## src/rtl/stopwatch_timer.sv

```systemverilog
`default_nettype none
`timescale 1ns/1ps

// ============================================================================
// Module   : stopwatch_timer
// Purpose  : BCD hh:mm:ss.cc stopwatch / countdown timer with lap freeze and
//            an 8-digit multiplexed seven-segment display driver.
// Revision : 1.0 - initial release
// ============================================================================

module stopwatch_timer #(
    parameter int TICK_DIV = 10,
    parameter int HOUR_MAX = 23,
    parameter int SCAN_DIV = 1
) (
    input  logic        clk,
    input  logic        rst,
    input  logic        start,
    input  logic        lap,
    input  logic        mode,
    input  logic        load,
    input  logic [23:0] preset,
    output logic [7:0]  seg_data,
    output logic [7:0]  seg_com,
    output logic        running,
    output logic        done
);

    localparam int c_PRESC_W = (TICK_DIV > 1) ? $clog2(TICK_DIV) : 1;
    localparam int c_SCAN_W  = (SCAN_DIV > 1) ? $clog2(SCAN_DIV) : 1;
    localparam logic [c_PRESC_W-1:0] c_PRESC_LAST = c_PRESC_W'(TICK_DIV - 1);
    localparam logic [c_SCAN_W-1:0]  c_SCAN_LAST  = c_SCAN_W'(SCAN_DIV - 1);
    localparam logic [3:0] c_H_TEN = 4'(HOUR_MAX / 10);
    localparam logic [3:0] c_H_ONE = 4'(HOUR_MAX % 10);
    localparam logic [6:0] c_H_MAX = 7'(HOUR_MAX);

    // Digit index 0..7 = h_ten, h_one, m_ten, m_one, s_ten, s_one, c_ten, c_one
    logic [3:0]           r_dig  [0:7];
    logic [3:0]           r_snap [0:7];
    logic                 r_start_q, r_lap_q, r_load_q;
    logic                 r_running, r_done, r_dir, r_freeze;
    logic [c_PRESC_W-1:0] r_presc;
    logic [c_SCAN_W-1:0]  r_scan_div;
    logic [2:0]           r_k;
    logic [7:0]           r_seg_data, r_seg_com;

    logic [3:0] w_up [0:7];
    logic [3:0] w_dn [0:7];
    logic [3:0] w_ld [0:7];
    logic       w_start_edge, w_lap_edge, w_load_edge, w_load_ok;
    logic       w_tick, w_zero, w_dn_zero, w_start_sets, w_hit_zero;
    logic [3:0] w_ph_ten, w_ph_one;
    logic [6:0] w_hval;

    function automatic logic [3:0] digit_max(input int idx);
        return (idx == 2 || idx == 4) ? 4'd5 : 4'd9;
    endfunction

    function automatic logic [3:0] sat_digit(input logic [3:0] d, input logic [3:0] lim);
        return (d > lim) ? lim : d;
    endfunction

    function automatic logic [6:0] seg7(input logic [3:0] d);
        logic [6:0] s;
        case (d)
            4'd0:    s = 7'h3F;
            4'd1:    s = 7'h06;
            4'd2:    s = 7'h5B;
            4'd3:    s = 7'h4F;
            4'd4:    s = 7'h66;
            4'd5:    s = 7'h6D;
            4'd6:    s = 7'h7D;
            4'd7:    s = 7'h07;
            4'd8:    s = 7'h7F;
            4'd9:    s = 7'h6F;
            default: s = 7'h00;
        endcase
        return s;
    endfunction

    assign w_start_edge = start & ~r_start_q;
    assign w_lap_edge   = lap   & ~r_lap_q;
    assign w_load_edge  = load  & ~r_load_q;
    assign w_load_ok    = w_load_edge & ~r_running;
    assign w_tick       = r_running & (r_presc == c_PRESC_LAST);
    assign w_start_sets = w_start_edge & ~r_running & ~(mode & w_zero);
    assign w_hit_zero   = w_tick & r_dir & w_dn_zero;

    always_comb begin : p_zero
        w_zero = 1'b1;
        for (int i = 0; i < 8; i++) begin
            if (r_dig[i] != 4'd0) w_zero = 1'b0;
        end
    end

    always_comb begin : p_up
        logic carry;
        carry = 1'b1;
        for (int i = 0; i < 8; i++) w_up[i] = r_dig[i];
        for (int i = 7; i >= 2; i--) begin
            if (carry) begin
                if (r_dig[i] == digit_max(i)) begin
                    w_up[i] = 4'd0;
                end else begin
                    w_up[i] = r_dig[i] + 4'd1;
                    carry   = 1'b0;
                end
            end
        end
        // Hours wrap on the configured maximum rather than on a digit limit
        if (carry) begin
            if (r_dig[0] == c_H_TEN && r_dig[1] == c_H_ONE) begin
                w_up[0] = 4'd0;
                w_up[1] = 4'd0;
            end else if (r_dig[1] == 4'd9) begin
                w_up[0] = r_dig[0] + 4'd1;
                w_up[1] = 4'd0;
            end else begin
                w_up[1] = r_dig[1] + 4'd1;
            end
        end
    end

    always_comb begin : p_down
        logic       borrow;
        logic [3:0] d;
        borrow    = ~w_zero;
        w_dn_zero = 1'b1;
        for (int i = 7; i >= 0; i--) begin
            d = r_dig[i];
            if (borrow) begin
                if (r_dig[i] == 4'd0) begin
                    d = digit_max(i);
                end else begin
                    d      = r_dig[i] - 4'd1;
                    borrow = 1'b0;
                end
            end
            w_dn[i] = d;
            if (d != 4'd0) w_dn_zero = 1'b0;
        end
    end

    assign w_ph_ten = sat_digit(preset[23:20], 4'd9);
    assign w_ph_one = sat_digit(preset[19:16], 4'd9);
    assign w_hval   = 7'(w_ph_ten) * 7'd10 + 7'(w_ph_one);
    assign w_ld[0]  = (w_hval > c_H_MAX) ? c_H_TEN : w_ph_ten;
    assign w_ld[1]  = (w_hval > c_H_MAX) ? c_H_ONE : w_ph_one;
    assign w_ld[2]  = sat_digit(preset[15:12], 4'd5);
    assign w_ld[3]  = sat_digit(preset[11:8],  4'd9);
    assign w_ld[4]  = sat_digit(preset[7:4],   4'd5);
    assign w_ld[5]  = sat_digit(preset[3:0],   4'd9);
    assign w_ld[6]  = 4'd0;
    assign w_ld[7]  = 4'd0;

    always_ff @(posedge clk or negedge rst) begin : p_edges
        if (!rst) begin
            r_start_q <= 1'b0;
            r_lap_q   <= 1'b0;
            r_load_q  <= 1'b0;
        end else begin
            r_start_q <= start;
            r_lap_q   <= lap;
            r_load_q  <= load;
        end
    end

    // All edge effects below are judged against the pre-edge running state
    always_ff @(posedge clk or negedge rst) begin : p_count
        if (!rst) begin
            r_running <= 1'b0;
            r_done    <= 1'b0;
            r_dir     <= 1'b0;
            r_presc   <= '0;
            for (int i = 0; i < 8; i++) r_dig[i] <= 4'd0;
        end else begin
            if (w_load_ok) begin
                r_presc <= '0;
            end else if (r_running) begin
                r_presc <= w_tick ? '0 : r_presc + c_PRESC_W'(1);
            end

            if (w_load_ok) begin
                r_dig <= w_ld;
            end else if (w_tick) begin
                if (r_dir) r_dig <= w_dn;
                else       r_dig <= w_up;
            end

            if (w_hit_zero || (w_start_edge && r_running)) begin
                r_running <= 1'b0;
            end else if (w_start_sets) begin
                r_running <= 1'b1;
            end

            if (w_start_sets) r_dir <= mode;

            if (w_hit_zero) begin
                r_done <= 1'b1;
            end else if (w_load_edge || w_start_sets) begin
                r_done <= 1'b0;
            end
        end
    end

    always_ff @(posedge clk or negedge rst) begin : p_snapshot
        if (!rst) begin
            r_freeze <= 1'b0;
            for (int i = 0; i < 8; i++) r_snap[i] <= 4'd0;
        end else begin
            if (w_lap_edge) r_freeze <= r_running ? ~r_freeze : 1'b0;
            if (!r_freeze) r_snap <= r_dig;
        end
    end

    always_ff @(posedge clk or negedge rst) begin : p_scan
        if (!rst) begin
            r_scan_div <= '0;
            r_k        <= 3'd0;
            r_seg_com  <= 8'hFF;
            r_seg_data <= 8'h00;
        end else begin
            if (r_scan_div == c_SCAN_LAST) begin
                r_scan_div <= '0;
                r_k        <= r_k + 3'd1;
            end else begin
                r_scan_div <= r_scan_div + c_SCAN_W'(1);
            end
            r_seg_com  <= ~(8'h80 >> r_k);
            r_seg_data <= {(r_k == 3'd1 || r_k == 3'd3 || r_k == 3'd5), seg7(r_snap[r_k])};
        end
    end

    assign seg_data = r_seg_data;
    assign seg_com  = r_seg_com;
    assign running  = r_running;
    assign done     = r_done;

endmodule

`default_nettype wire
```

## config.mk

```make
export PLATFORM = sky130hd
export DESIGN_NAME = stopwatch_timer
export DESIGN_NICKNAME = d
export VERILOG_FILES = /design/src/rtl/stopwatch_timer.sv
export SDC_FILE = /design/constraint.sdc
export NUM_CORES = 1
export LEC_CHECK = 0
export BUFFER_PORTS_ARGS = -buffer_cell sky130_fd_sc_hd__clkbuf_2
export CAP_MARGIN = 20
export CORE_MARGIN = 2
export CORE_UTILIZATION = 65
export CTS_BUF_LIST = sky130_fd_sc_hd__clkbuf_4
export CTS_CLUSTER_DIAMETER = 150
export DETAILED_ROUTE_END_ITERATION = 10
export PLACE_DENSITY_LB_ADDON = 0.3
export SETUP_SLACK_MARGIN = 0.05
export SLEW_MARGIN = 40
export SYNTH_ARGS = -nofsm -noshare
export SYNTH_HDL_FRONTEND = slang
export SYNTH_SLANG_ARGS = --single-unit
```

## constraint.sdc

```tcl
create_clock -name clk -period 6.5 [get_ports clk]
set_input_delay 1.3 -clock clk [delete_from_list [all_inputs] [get_ports clk]]
set_output_delay 1.3 -clock clk [all_outputs]
set_load 0.005 [all_outputs]
```

==> flow_results.org <==
** STA
- Final number of max-transition violations :: 0
- Slew @ Worst Pin :: 0.7491 ns
- Final-report hold violation count :: 0
- Based on the critical path, the design can be clocked at up to 276.4 MHz.
- Setup repair after global routing left no endpoint under its margin.
- Setup total negative slack on the finished layout was measured at 0 ns.
- Final hold analysis gives a worst-case slack of roughly 0.47 ns.
- Across all setup checks in the final design, the least slack found is between 2 and 3 ns.
- Measured against its own limit, the worst slew margin works out to between 40% and 50%.
- Minimum period implied by the final worst setup slack :: roughly 3.6 ns
- Final setup viols :: 0
- The worst path uses a little under three fifths of the clock period.
- Max Clock Skew :: between 0.02 and 0.03 ns

** Final layout
- 0 antenna diodes ended up in the layout.
- Area Growth Syn to Fin :: 5.503%
- In the final design database the tool counted roughly 750 nets.
- Most frequent cells in the layout :: sky130_fd_sc_hd__dfrtp_1, sky130_fd_sc_hd__nand2_1, sky130_fd_sc_hd__o21ai_0
- After routing the design area is ~6700 um^2.
- Most frequent standard cell in the layout excluding fill and tap cells :: sky130_fd_sc_hd__dfrtp_1
- In the final layout, the share of cells above drive strength 1 is between 20% and 30%.

** Routing
- Antenna-violating nets left :: 0
- Top layer used by detailed routing :: met4
- In the detailed route, the total length drawn on met2 is a little over 7000 um.
- Detailed routing placed a total of 1093 um of wire on met3.
- Sum of routed wire segments on met1 :: about 6300 um
- Total iterations of the first detailed-routing run :: 7
- The routed design has between 10000 and 15000 um of wire.
- Using the TritonRoute via totals, the vias-per-cell ratio works out to approximately 6.5.
- The detailed router finished its first iteration with roughly 640 violations.
- Drc violations :: 0
- Post-DR wirelength/cell :: 17.79 um
- The detailed router placed around 5500 vias in this run.

** CTS
- After clock tree synthesis, the repair step resized 0 gates.
- Register clock-pin slew on the reported worst setup and hold paths :: between 0.15 and 0.2 ns
- The H-tree was split into 3 levels.
- At the later pin of the worst-skew pair, clock insertion delay measures about 0.47 ns.
- TritonCTS built the clock tree.
- Total clock sinks :: 94
- Maximum buffer depth of the clock tree :: 2
- After clock tree synthesis, the flow added hold-fix buffers numbering 0.
- Clock tree synthesis inserted a total of 9 buffers.
- Clock root buffer :: sky130_fd_sc_hd__clkbuf_4
- Post-CTS timing repair inserted 0 buffers for setup.

** Yosys
- Primary flip-flop cell chosen by synthesis mapping :: sky130_fd_sc_hd__dfrtp_1
- Counting flops with a built-in enable in the synthesized netlist gives 0.
- In the synthesized netlist the async set-or-reset flop fraction comes to 100.0%.
- Synthesis inferred between 90 and 100 register bits.
- Total of warnings raised by yosys :: 0
- Of the synthesized area, sequential elements account for approximately 37%.
- The synthesized netlist occupies a cell area of about 6300 um^2.
- A synthesized cell averages approximately 9 um^2.
- Synthesis handed over a netlist of around 690 instances.
- Total nets after synthesis :: 743
- After synthesis, the netlist uses 90 different library cells.

** Pwr
- Static leakage :: ~2.8 nW
- Pwr dens :: between 300 and 400 nW/um^2
- Power comes to roughly 2.4 mW.
- IR Drop Worst-Case VDD :: ~220 uV

** Floorplanning
- The floorplan step defined a die boundary enclosing between 10000 and 15000 um^2.
- Placeable Area :: 9639 um^2
- Row generation in the floorplan step produced 36 rows.
- Boundary pin count :: between 40 and 50
- Die outline height :: between 100 and 150 um
- Once the floorplan was initialized, standard cells occupied around two thirds of the core.
- Measured along the x axis, the die boundary spans between 100 and 150 um.

** GRT
- Global routing consumed, over all layers together, about 29% of the routing resources.
- The total overflow left after global routing is 0.
- Via count of the first global-routing pass :: a little over 5000
- Initial antenna violation count :: 0
- Wire length of the first global-routing pass :: between 20000 and 25000 um
- Pin count of the biggest net entering global routing :: 60

** Setup path
- Worst setup EP type :: flip-flop
- Critical path peak fanout :: 6
- The worst setup path is of the in2reg kind.
- Startpoint types :: input pin
- STA puts the critical path data required time at roughly 6.9 ns.
- Data arrival time of the critical path :: 4.02 ns

** Placed design
- The congestion estimate from routability-driven global placement came to 1.006.
- Number of port buffers :: between 40 and 50
- Timing analysis after detailed placement gives a worst setup slack of about 2.4 ns.
- Dpl cell area :: around 6600 um^2
- Once detailed placement completed, the half-perimeter wirelength came to about 11000 um.

** Min path
- The worst hold path belongs to the class reg2reg.

** Job
- Max Cap Violations :: 0

** Status
- Result of the run :: finished, final reports clean
cell families after synthesis:
family	share of synthesized area, %
multiplexers	8.777
AO/OA/AOI/OAI	20.12
flip-flops	37.24
XOR/XNOR	2.209
adder cells (fa/ha/maj)	5.483
buffers and inverters	5.286
AND/OR/NAND/NOR	20.89
per-layer routing:
metal  global-route usage [%]  vias up
li1                         -     2528
met1                    38.61     2627
met2                    48.77      261
met3                    5.085       35
met4                    10.32        0
met5                        0        -
state kept, by name, indices dropped and copies added, names as in the netlist:
signal	cells
done	1
r_dig	32
r_dir	1
r_freeze	1
r_k	3
r_lap_q	1
r_load_q	1
r_presc	4
r_snap	32
r_start_q	1
running	1
seg_com	8
seg_data	8
final cells by class:
| cell class | count | area (um^2) |
|---|---|---|
| Tap cell | 133 | 166.4 |
| Clock buffer | 9 | 67.56 |
| Sequential cell | 94 | 2362 |
| Clock inverter | 7 | 62.56 |
| Fill cell | 765 | 2947 |
| Inverter | 31 | 116.4 |
| Timing Repair Buffer | 51 | 267.8 |
| Multi-Input combinational cell | 512 | 3650 |
cells in the mapped netlist, types with 3 or more instances:
cell type / count / area [um^2]
sky130_fd_sc_hd__a211oi_1: 7 / 52.55
sky130_fd_sc_hd__a21o_1: 6 / 45.04
sky130_fd_sc_hd__a21oi_1: 42 / 210.2
sky130_fd_sc_hd__a221oi_1: 6 / 52.55
sky130_fd_sc_hd__a311oi_1: 3 / 26.28
sky130_fd_sc_hd__a31oi_1: 11 / 68.82
sky130_fd_sc_hd__and2_1: 3 / 18.77
sky130_fd_sc_hd__and3_1: 4 / 25.02
sky130_fd_sc_hd__buf_1: 6 / 22.52
sky130_fd_sc_hd__buf_2: 7 / 35.03
sky130_fd_sc_hd__clkbuf_1: 35 / 131.4
sky130_fd_sc_hd__dfrtp_1: 86 / 2152
sky130_fd_sc_hd__dfstp_2: 8 / 210.2
sky130_fd_sc_hd__ha_1: 23 / 287.8
sky130_fd_sc_hd__inv_1: 29 / 108.9
sky130_fd_sc_hd__mux2_2: 24 / 270.3
sky130_fd_sc_hd__mux2i_1: 8 / 80.08
sky130_fd_sc_hd__mux4_2: 8 / 180.2
sky130_fd_sc_hd__nand2_1: 65 / 244.0
sky130_fd_sc_hd__nand2b_1: 10 / 62.56
sky130_fd_sc_hd__nand3_1: 17 / 85.08
sky130_fd_sc_hd__nand3b_1: 4 / 30.03
sky130_fd_sc_hd__nand4_1: 7 / 43.79
sky130_fd_sc_hd__nand4b_1: 3 / 26.28
sky130_fd_sc_hd__nor2_1: 49 / 183.9
sky130_fd_sc_hd__nor2_2: 3 / 18.77
sky130_fd_sc_hd__nor2b_1: 11 / 68.82
sky130_fd_sc_hd__nor3_1: 12 / 60.06
sky130_fd_sc_hd__nor3_2: 3 / 30.03
sky130_fd_sc_hd__nor4_1: 6 / 37.54
sky130_fd_sc_hd__nor4_2: 3 / 37.54
sky130_fd_sc_hd__nor4_4: 4 / 85.08
sky130_fd_sc_hd__o2111ai_1: 3 / 26.28
sky130_fd_sc_hd__o211ai_1: 5 / 37.54
sky130_fd_sc_hd__o21a_1: 4 / 30.03
sky130_fd_sc_hd__o21ai_0: 54 / 270.3
sky130_fd_sc_hd__o21ai_1: 6 / 30.03
sky130_fd_sc_hd__o21bai_1: 4 / 30.03
sky130_fd_sc_hd__o22a_1: 5 / 43.79
sky130_fd_sc_hd__o22ai_1: 3 / 18.77
sky130_fd_sc_hd__o2bb2ai_1: 3 / 26.28
sky130_fd_sc_hd__o31ai_1: 8 / 60.06
sky130_fd_sc_hd__or2_2: 5 / 31.28
sky130_fd_sc_hd__xnor2_1: 9 / 78.83
sky130_fd_sc_hd__xor2_1: 7 / 61.31
final timing paths:
kind                       cells past startpoint  slack [ns]               endpoint                   from
setup reg to reg                               7        3.56       done$_DFFE_PN0P_  r_dig[20]$_DFFE_PN0P_
max in group asynchronous                      2        4.63  r_dig[13]$_DFFE_PN0P_                    rst
hold / removal                                 1        0.47   r_freeze$_DFFE_PN0P_      r_lap_q$_DFF_PN0_
setup / recovery                              11        2.88  r_dig[27]$_DFFE_PN0P_             preset[23]
hold reg to reg                                1        0.47   r_freeze$_DFFE_PN0P_      r_lap_q$_DFF_PN0_
min in group asynchronous                      1        0.77  seg_data[7]$_DFF_PN0_                    rst
worst max-delay path: stages:
cell	delay, ns
sky130_fd_sc_hd__clkbuf_2	0.15
sky130_fd_sc_hd__nand2b_1	0.18
sky130_fd_sc_hd__inv_1	0.09
sky130_fd_sc_hd__ha_1	0.28
sky130_fd_sc_hd__ha_1	0.21
sky130_fd_sc_hd__fa_1	0.39
sky130_fd_sc_hd__xnor2_1	0.18
sky130_fd_sc_hd__o311ai_1	0.68
sky130_fd_sc_hd__nand2_1	0.19
sky130_fd_sc_hd__a2bb2oi_1	0.17
sky130_fd_sc_hd__o21ai_0	0.18
through the flow:
| stage | cells | util, % |
|---|---|---|
| after global routing | 837 | 69.43 |
| final | 837 | 69.43 |
| after global placement | 821 | 68.04 |
| after detailed placement | 821 | 68.04 |
| after floorplan | 688 | - |
| after CTS | 837 | 69.39 |
where the power goes:
part | internal (mW) | switching [mW]
registers | 0.767 | 0.309
clock network | 0.0877 | 0.220
logic | 0.471 | 0.586
total | 1.33 | 1.11
Power figures use the tool's default switching activity.
